`src/rtl/jk_step_driver.sv`:
```
// jk_step_driver: steps a bank of master-slave JK flip-flops one state at a
// time (mod-MODULUS up/down count, clear or invert). J/K are derived from the
// bank's real Q, and each resulting state is checked against its target.
module jk_step_driver #(
  parameter int unsigned WIDTH   = 4,
  parameter int unsigned MODULUS = 10
) (
  input  logic             clk,
  input  logic             reset_n,
  input  logic             start,
  input  logic [1:0]       mode,
  input  logic [7:0]       steps,
  input  logic [WIDTH-1:0] q_fb,
  output logic [WIDTH-1:0] j,
  output logic [WIDTH-1:0] k,
  output logic [WIDTH-1:0] expected,
  output logic             busy,
  output logic             done,
  output logic             err
);

  localparam logic [1:0] S_IDLE   = 2'd0;
  localparam logic [1:0] S_DRIVE  = 2'd1;
  localparam logic [1:0] S_SETTLE = 2'd2;
  localparam logic [1:0] S_DONE   = 2'd3;

  localparam logic [1:0] M_UP     = 2'b00;
  localparam logic [1:0] M_DOWN   = 2'b01;
  localparam logic [1:0] M_CLEAR  = 2'b10;

  localparam logic [WIDTH-1:0] TOP = WIDTH'(MODULUS - 1);

  logic [1:0]       state_q, state_d;
  logic [1:0]       mode_q, mode_d;
  logic [7:0]       cnt_q, cnt_d;
  logic [WIDTH-1:0] j_q, j_d;
  logic [WIDTH-1:0] k_q, k_d;
  logic [WIDTH-1:0] exp_q, exp_d;
  logic             err_q, err_d;

  logic [1:0]       step_mode;
  logic [WIDTH-1:0] tgt;

  // Target state one step away from c; out-of-range counts wrap to a legal value.
  function automatic logic [WIDTH-1:0] step_target(input logic [1:0]       m,
                                                   input logic [WIDTH-1:0] c);
    logic [WIDTH-1:0] t;
    t = '0;
    case (m)
      M_UP:    t = (c >= TOP) ? '0 : c + WIDTH'(1);
      M_DOWN:  t = ((c == '0) || (c > TOP)) ? TOP : c - WIDTH'(1);
      M_CLEAR: t = '0;
      default: t = ~c;
    endcase
    return t;
  endfunction

  // The first step uses the mode being accepted; later steps use the latched copy.
  always_comb begin
    step_mode = (state_q == S_IDLE) ? mode : mode_q;
    tgt       = step_target(step_mode, q_fb);
  end

  // Next-state logic: J/K are only nonzero for the single DRIVE cycle of a step.
  always_comb begin
    state_d = state_q;
    mode_d  = mode_q;
    cnt_d   = cnt_q;
    exp_d   = exp_q;
    err_d   = err_q;
    j_d     = '0;
    k_d     = '0;
    case (state_q)
      S_IDLE: begin
        if (start) begin
          mode_d = mode;
          cnt_d  = steps;
          err_d  = 1'b0;
          if (steps == 8'd0) begin
            state_d = S_DONE;
          end else begin
            state_d = S_DRIVE;
            exp_d   = tgt;
            j_d     = tgt & ~q_fb;
            k_d     = q_fb & ~tgt;
          end
        end
      end
      S_DRIVE: begin
        state_d = S_SETTLE;
      end
      S_SETTLE: begin
        if (q_fb != exp_q) begin
          err_d = 1'b1;
        end
        cnt_d = cnt_q - 8'd1;
        if (cnt_q == 8'd1) begin
          state_d = S_DONE;
        end else begin
          // Next step starts from the bank's real state, not from exp_q.
          state_d = S_DRIVE;
          exp_d   = tgt;
          j_d     = tgt & ~q_fb;
          k_d     = q_fb & ~tgt;
        end
      end
      default: begin
        state_d = S_IDLE;
      end
    endcase
  end

  // State and output registers with asynchronous active-low reset.
  always_ff @(posedge clk or negedge reset_n) begin
    if (!reset_n) begin
      state_q <= S_IDLE;
      mode_q  <= '0;
      cnt_q   <= '0;
      j_q     <= '0;
      k_q     <= '0;
      exp_q   <= '0;
      err_q   <= 1'b0;
    end else begin
      state_q <= state_d;
      mode_q  <= mode_d;
      cnt_q   <= cnt_d;
      j_q     <= j_d;
      k_q     <= k_d;
      exp_q   <= exp_d;
      err_q   <= err_d;
    end
  end

  assign j        = j_q;
  assign k        = k_q;
  assign expected = exp_q;
  assign err      = err_q;
  assign busy     = (state_q == S_DRIVE) || (state_q == S_SETTLE);
  assign done     = (state_q == S_DONE);

endmodule

```
`config.mk`:
```
export PLATFORM = sky130hd
export DESIGN_NAME = jk_step_driver
export DESIGN_NICKNAME = d
export VERILOG_FILES = /design/src/rtl/jk_step_driver.sv
export SDC_FILE = /design/constraint.sdc
export NUM_CORES = 1
export LEC_CHECK = 0
export ABC_AREA = 1
export CAP_MARGIN = 20
export CORE_AREA = 3 3 63 79
export CTS_CLUSTER_DIAMETER = 100
export CTS_CLUSTER_SIZE = 25
export DETAILED_ROUTE_END_ITERATION = 6
export DIE_AREA = 0 0 66 82
export PLACE_DENSITY = 0.67
export SLEW_MARGIN = 20
export SYNTH_ARGS = -nofsm -noshare
export SYNTH_HDL_FRONTEND = slang
export SYNTH_SLANG_ARGS = --single-unit
```
`constraint.sdc`:
```
create_clock -name clk -period 2.05 [get_ports clk]
set_input_delay 0.205 -clock clk [delete_from_list [all_inputs] [get_ports clk]]
set_output_delay 0.205 -clock clk [all_outputs]
set_load 0.01 [all_outputs]
```
==> impl_metrics.ini, run 1 <==
[yosys]
synth_edf_count = 0
synth-simple-area-share_pct = 34.2
synthTopCellsByArea = dfrtp_1, nand2_1, ha_1
avgSynthCellArea_um2 = 7.35
synth_xor_area_share_pct = 3.11
synthFlopType = dfrtp_1
yosysWarnings = 0
async_reset_ff_share_pct = 100
yosysSeqAreaShare_pct = 37.0
synth_compound_area_share_pct = 9.25
synth_top_area_share_pct = 37.0
netlist_area_um2 = 1690
synthCells = 230
synth_common_cells = nand2_1, nor2_1, dfrtp_1
synthMuxAreaShare_pct = 0.666
ys_types = 29
yosys.area.top_type = dfrtp_1
synth_top_family_by_area = simple AND/OR/NAND/NOR gates
yosysMostFrequentCell = nand2_1
synth_fp_nets = 258
synthAdderAreaFrac_pct = 8.14
ys_ff_latch = 25

[power]
ir_worst_vdd_mv = 0.473
pwr_density_cell_nw_per_um2 = 1230
p_leak_nw = 1.06

[place]
pre_cts_slack_ns = 0.254
gp_congestion = 0.891
dp_hpwl_um = 2990
port_buffers = 31
placed_area_um2 = 2090

[cts]
clkLatencyLatePin_ns = 0.26
cts-resized-gates = 0
cts_sinks = 25
cts-root-to-sink-buffers = 2
postCtsSetupBuffers = 0
cts.htree.levels = 1
cts_root_buf = clkbuf_8
path_clk_slew_ns = 0.09
cts_tree = done
holdBufCountCts = 0
cts_buffers = 3

[global_routing]
antenna_found_initial = 0
grtUsageTotal_pct = 15.3
grt_max_degree = 26
grt_pass1_vias = 1511
grt_pass1_wl_um = 6550
overflow = 0

[floorplanning]
dieWidth_um = 66
coreArea_um2 = 4360
die-area_um2 = 5410
io_pins = 32
start_util_pct = 38.8
rows = 27
die_y_um = 82

[setup_path]
cp_data_required_time_ns = 1.85
path_class = flop to output port
setup.worst_path.end = busy
crit_start = state_q[1]$_DFFE_PN0P_
rr_endpoint = cnt_q[5]$_DFFE_PN0P_
r2r_cells = 9
critPathLaunchType = flop
cp.arrival_ns = 1.57
ff2ff_setup_slack_ns = 0.31
r2r_start = state_q[1]$_DFFE_PN0P_
cp-end-kind = output port
crit_fanout = 5

[sta]
tightest_slew_ns = 0.354
layout_min_cycle_time_ns = 1.78
fmax_mhz = 563
fin_skew_ns = 0.00753
fin_hold_ws_ns = 0.305
totalNegativeSetupSlack_ns = 0
setup_ws_ns = 0.273
setup_viol = 0
finalHoldViolCount = 0
rsz0062_at_grt = false
fin_crit_sh_pct = 86.7
slew_headroom_pct = 76.4
slew_violations = 0

[drt]
final_antenna_net_count = 0
drt_iter0_markers = 77
drt-pass1-iter-count = 4
wirelength_um = 3750
drc = 0
vias = 1559
vias_per_cell = 4.80
wl_per_cell_um = 11.6

[min_path]
hold_path.class = input pin to async pin

[layout]
area_growth_pct = 26.3
nFillCells = 434
n_antenna_cell = 0
final_util_pct = 49.0
stdcell_area_um2 = 2140
drive_gt1_share_pct = 11.2
nNetsFinal = 296

[job]
maxCapViolations = 0

[status]
status = finished, final reports clean
-- area by class of cell --
| type | instances | area, um2 | share of cell area, % |
|---|---|---|---|
| clock buffer | 3 | 41.3 | 1.93 |
| clock inverter | 1 | 5.00 | 0.234 |
| inverter | 26 | 100 | 4.68 |
| multi-input combinational | 175 | 937 | 43.9 |
| sequential | 25 | 626 | 29.3 |
| tap | 58 | 72.6 | 3.40 |
| timing repair buffer | 37 | 355 | 16.6 |
-- layer usage --
layer	vias to the layer above	wire (um)	GRT usage [%]
met4	0	51	4.27
met3	6	137	1.37
met5	-	0	0
met1	719	1730	19.8
met2	33	1830	27.2
li1	801	-	-
-- critical path, cell delays in order (launching register included) --
cell and delay [ns]:
dfrtp_1 0.42, inv_1 0.08, ha_1 0.28, clkdlybuf4s50_1 0.53
-- per-stage QoR --
step	instances	power [mW]
5_1_grt	325	2.90
2_1_floorplan	230	1.87
3_3_place_gp	321	2.35
6_report	325	2.63
3_5_place_dp	321	2.37
4_1_cts	325	2.67
-- worst min path at each step --
stage | from | end | slack, ns | depth (start not counted)
final | reset_n | cnt_q[0]$_DFFE_PN0P_ | 0.31 | 2
after global routing | reset_n | err$_DFFE_PN0P_ | 0.35 | 2
after CTS | reset_n | j[1]$_DFF_PN0_ | 0.31 | 2
after detailed placement | cnt_q[7]$_DFFE_PN0P_ | cnt_q[7]$_DFFE_PN0P_ | 0.47 | 2
after global placement | cnt_q[2]$_DFFE_PN0P_ | cnt_q[2]$_DFFE_PN0P_ | 0.46 | 1
after floorplan | reset_n | cnt_q[0]$_DFFE_PN0P_ | -0.09 | 0
-- power by group --
part	switching (mW)	internal, mW
logic	0.875	0.654
registers	0.126	0.694
clock network	0.150	0.136
-- cells by family (layout without fill, tap and decap cells) --
kind of cell    count (synthesis)  in the layout
compound gates                 27             27
xor+xnor                        6              6
fa+ha+maj                      11             11
buf+inv                        30             67
flops                          25             25
mux                             1              1
simple gates                  130            130
-- cells in the final DEF, fill, tap and decap left out --
cell type	count
nand3_1	16
inv_4	1
o211ai_1	1
nor2_2	2
inv_1	22
buf_4	6
mux2_2	1
inv_2	3
o21ai_1	3
nand4_1	2
a21oi_2	1
nand2_2	3
o21ai_2	2
a21o_1	2
nor2b_4	3
nand3_2	3
o21ai_0	13
clkdlybuf4s50_1	31
xnor2_1	5
clkbuf_8	3
or2_2	1
xor2_1	1
ha_1	11
a21oi_1	4
dfrtp_1	25
o21a_1	1
nor3_1	2
clkinv_2	1
nor2_1	30
nand2_1	68
-- flip-flops by register name, indices dropped and copies added, names as in the netlist --
register	flops
k	4
expected	4
j	4
cnt_q	8
mode_q	2
err	1
state_q	2
Note: power is estimated with default switching activity, not from simulation.
==> run 2: changes to the inputs <==
--- a/config.mk
+++ b/config.mk
@@ -12,7 +12,7 @@
 export CTS_CLUSTER_SIZE = 25
 export DETAILED_ROUTE_END_ITERATION = 6
 export DIE_AREA = 0 0 66 82
-export PLACE_DENSITY = 0.67
+export PLACE_DENSITY_LB_ADDON = 0.25
 export SLEW_MARGIN = 20
 export SYNTH_ARGS = -nofsm -noshare
 export SYNTH_HDL_FRONTEND = slang
==> run 2 against run 1 <==
Net effect: non-clock buffer count is the same; critical path depth is the same; wire length grew 4.1%; clock-buffer cell count is the same; first-iteration DRC count grew 38%; critical path type unchanged.
==> impl_metrics.ini, run 2 (synthesis gave the netlist of run 1 again) <==
[drt]
final_antenna_net_count = 0
wl_per_cell_um = 12.0
drc = 0
wirelength_um = 3910
vias = 1568
drt_iter0_markers = 106
vias_per_cell = 4.82
drt-pass1-iter-count = 4

[cts]
cts.htree.levels = 1
cts_sinks = 25
holdBufCountCts = 0
cts-resized-gates = 0
clkLatencyLatePin_ns = 0.27
postCtsSetupBuffers = 0
cts_buffers = 3
path_clk_slew_ns = 0.09
cts-root-to-sink-buffers = 2
cts_tree = done
cts_root_buf = clkbuf_8

[place]
gp_congestion = 0.821
port_buffers = 31
placed_cells = 321
dp_hpwl_um = 3100
pre_cts_slack_ns = 0.248
placed_area_um2 = 2090

[layout]
drive_gt1_share_pct = 11.2
largest_register_ffs = 8
layout_common_cells = nand2_1, clkdlybuf4s50_1, nor2_1
fin_cells = 325
stdcell_area_um2 = 2140
multi_input_area_um2 = 937
top_register = cnt_q
n_antenna_cell = 0
seq_area_um2 = 626
final_common_cell = nand2_1
final_util_pct = 49.0
nFillCells = 432
area_growth_pct = 26.3
nNetsFinal = 296

[sta]
slew_headroom_pct = 74.9
fin_crit_sh_pct = 87.5
totalNegativeSetupSlack_ns = 0
fmax_mhz = 557
fin_hold_ws_ns = 0.299
setup_viol = 0
rsz0062_at_grt = false
fin_skew_ns = 0.00288
finalHoldViolCount = 0
setup_ws_ns = 0.256
tightest_slew_ns = 0.376
slew_violations = 0
layout_min_cycle_time_ns = 1.79

[global_routing]
grt_pass1_vias = 1477
antenna_found_initial = 0
grt_pass1_wl_um = 6620
overflow = 0
grtUsageTotal_pct = 15.9
grt_max_degree = 26

[floorplanning]
rows = 27
die_y_um = 82
io_pins = 32
start_util_pct = 38.8
dieWidth_um = 66
coreArea_um2 = 4360
die-area_um2 = 5410

[setup_path]
critPathLaunchType = flop
cp_slowest_stage_delay_ns = 0.53
cp_data_required_time_ns = 1.85
r2r_start = state_q[0]$_DFFE_PN0P_
rr_endpoint = cnt_q[2]$_DFFE_PN0P_
crit_family = buffers and inverters
crit_fanout = 5
cp_cell_sequence = inv_1, ha_1, clkdlybuf4s50_1
cp.arrival_ns = 1.59
ff2ff_setup_slack_ns = 0.29
cp-end-kind = output port
slowest_stage = clkdlybuf4s50_1
r2r_cells = 7
path_class = flop to output port
worst-path-buf-inv = 2

[power]
power.total_mw = 2.66
p_leak_nw = 1.06
pwr_density_cell_nw_per_um2 = 1240
ir_worst_vdd_mv = 0.392

[status]
status = finished, final reports clean

[job]
maxCapViolations = 0

[min_path]
hold_path.class = input pin to async pin
run 2: cell counts in the layout (fill, tap and decap cells not counted):
Identical to the previous run, type by type.
run 2: worst max-delay path by stage:
stage / startpoint / endpoint / slack (ns) / cells after the start
2_1_floorplan: state_q[0]$_DFFE_PN0P_ / cnt_q[2]$_DFFE_PN0P_ / 0.53 / 7
3_3_place_gp: q_fb[0] / j[3]$_DFF_PN0_ / 0.28 / 9
3_5_place_dp: q_fb[0] / expected[2]$_DFFE_PN0P_ / 0.25 / 11
4_1_cts: state_q[0]$_DFFE_PN0P_ / busy / 0.23 / 3
5_1_grt: state_q[0]$_DFFE_PN0P_ / cnt_q[5]$_DFFE_PN0P_ / 0.12 / 9
6_report: state_q[0]$_DFFE_PN0P_ / busy / 0.26 / 3
run 2: where the power goes:
part	internal, mW	switching (mW)
combinational	0.655	0.888
clock	0.136	0.158
sequential	0.694	0.129
total	1.48	1.17
run 2: cell type report:
| cell class | instances | share of cell area (%) |
|---|---|---|
| clock buffers | 3 | 1.93 |
| clock inverters | 1 | 0.234 |
| inverters | 26 | 4.68 |
| multi-input cells | 175 | 43.9 |
| flip-flops and latches | 25 | 29.3 |
| well taps | 58 | 3.40 |
| repair buffers | 37 | 16.6 |
run 2: worst register-to-register path, delay by kind of cell (launching register included):
family | cells | cell delay [ns]
AOI/OAI and AO/OA | 3 | 0.43
and+or+nand+nor | 1 | 0.16
adders and majority gates | 1 | 0.32
DFF | 1 | 0.43
buffers and inverters | 2 | 0.31
run 2: layer usage:
| metal | global-route usage (%) | share of wire, % | wire length (um) | vias to the layer above |
|---|---|---|---|---|
| met5 | 0 | 0 | 0 | - |
| met4 | 5.28 | 1.5 | 60 | 0 |
| met3 | 2.19 | 4.2 | 166 | 7 |
| met2 | 28.2 | 51 | 1990 | 36 |
| met1 | 19.8 | 43 | 1690 | 724 |
| li1 | - | - | - | 801 |
==> edit, RTL diff (flow settings as in run 2) <==
The output `j` loses its register stage (`j_q` becomes a continuous assignment).
--- a/src/rtl/jk_step_driver.sv
+++ b/src/rtl/jk_step_driver.sv
@@ -118,3 +118,2 @@
       cnt_q   <= '0;
-      j_q     <= '0;
       k_q     <= '0;
@@ -126,3 +125,2 @@
       cnt_q   <= cnt_d;
-      j_q     <= j_d;
       k_q     <= k_d;
@@ -132,2 +130,4 @@
   end
+
+  assign j_q = j_d;
 
Check against the original RTL: not equivalent (a bounded check fails within 4 cycles, from zero or initial values and one cycle with reset_n low).
==> edit against run 2 <==
  * Sequential cell count shrank 4
  * Final area grew 11%
  * Largest cell class unchanged
  * Critical endpoint is now j[1]
  * Setup slack lost 0.16 ns
  * Synthesized area shrank 5.9%
  * Wire length grew 2.0%
  * Sequential share of layout area shrank 7.1 points
  * Sequential power shrank 14%
  * Power grew 11%
==> edit: results (changes against run 2) <==
Metal2 WL - 2.04 mm (was 1.99 mm)
Hold_ws - 0.282 ns (was 0.299 ns)
Met1 global-route usage - 18.4% (was 19.8%)
Largest net degree at the start of global routing - 22 (was 26)
Sequential fraction of the synthesis area - 33.0% (was 37.0%)
Clk_skew - 0.00675 ns (was 0.00288 ns)
Crit Path Max Fanout - 6 (was 5)
Crit-path max cell delay - 0.39 ns (was 0.53 ns)
Total Wirelength - 3.99 mm (was 3.91 mm)
IR drop worst, VDD - 546 µV (was 392 µV)
First-pass GRT wire length - 6.67 mm (was 6.62 mm)
Metal-1 WL - 1.76 mm (was 1.69 mm)
Vias after detailed routing - 1639 (was 1568)
Layout Nets - 327 (was 296)
Status - finished clean (unchanged)
Synth async-reset ratio - 100% (unchanged)
Vias per inst - 4.60 (was 4.82)
RePlAce Congestion - 0.910 (was 0.821)
Post-Place Worst Slack - -0.354 ns (was 0.248 ns)
Slowest CP cell - dfrtp_1 (was clkdlybuf4s50_1)
DR iter-0 viols - 79 (was 106)
Post-Syn Nets - 254 (was 258)
WL met3 - 84 µm (was 166 µm)
Mapped Cells - 226 (was 230)
CP arrival - 1.75 ns (was 1.59 ns)
Crit path to - j[1] (was busy)
DPL Wire Length - 3.17 mm (was 3.10 mm)
Tot GR Track Use - 15.8% (was 15.9%)
CP delay by family, top - simple AND/OR/NAND/NOR gates (was buffers and inverters)
GR Layer Usage met3 - 1.23% (was 2.19%)
Fmax - 0.511 GHz (was 0.557 GHz)
DP Area - 2250 µm² (was 2090 µm²)
Most frequent cells after synthesis - nand2_1, nor2_1, inv_1 (was nand2_1, nor2_1, dfrtp_1)
edit: changes by cell type after synthesis:
cell | run 2 | this run
dfrtp_1 | 25 | 21
edit: report_power, final:
part	switching (mW)	leakage, nW	internal [mW]	total (mW)
sequential	0.109	0.263	0.598	0.707
combinational	1.03	0.918	0.938	1.97
clock	0.139	0.0228	0.139	0.278
total	1.28	1.20	1.67	2.96
edit: cell families after synthesis:
logic type / after synthesis / share of synthesized area, %
fa+ha+maj: 11 / 8.65
mux: 1 / 0.707
compound gates: 27 / 9.83
xor+xnor: 6 / 3.30
simple gates: 130 / 36.4
flops: 21 / 33.0
buf+inv: 30 / 8.10
edit: repair_timing:
item	CTS	global route
pin swaps	3	7
hold buffers	0	0
setup endpoints to repair	4	4
resized for setup	27	18
buffers inserted	0	1
edit: area by class of cell:
class / instances / area (µm²)
Fill cell: 430 / 1990
Multi-Input combinational cell: 175 / 1020
Timing Repair Buffer: 72 / 606
Sequential cell: 21 / 526
Inverter: 26 / 103
Tap cell: 58 / 72.6
Clock buffer: 4 / 45.0
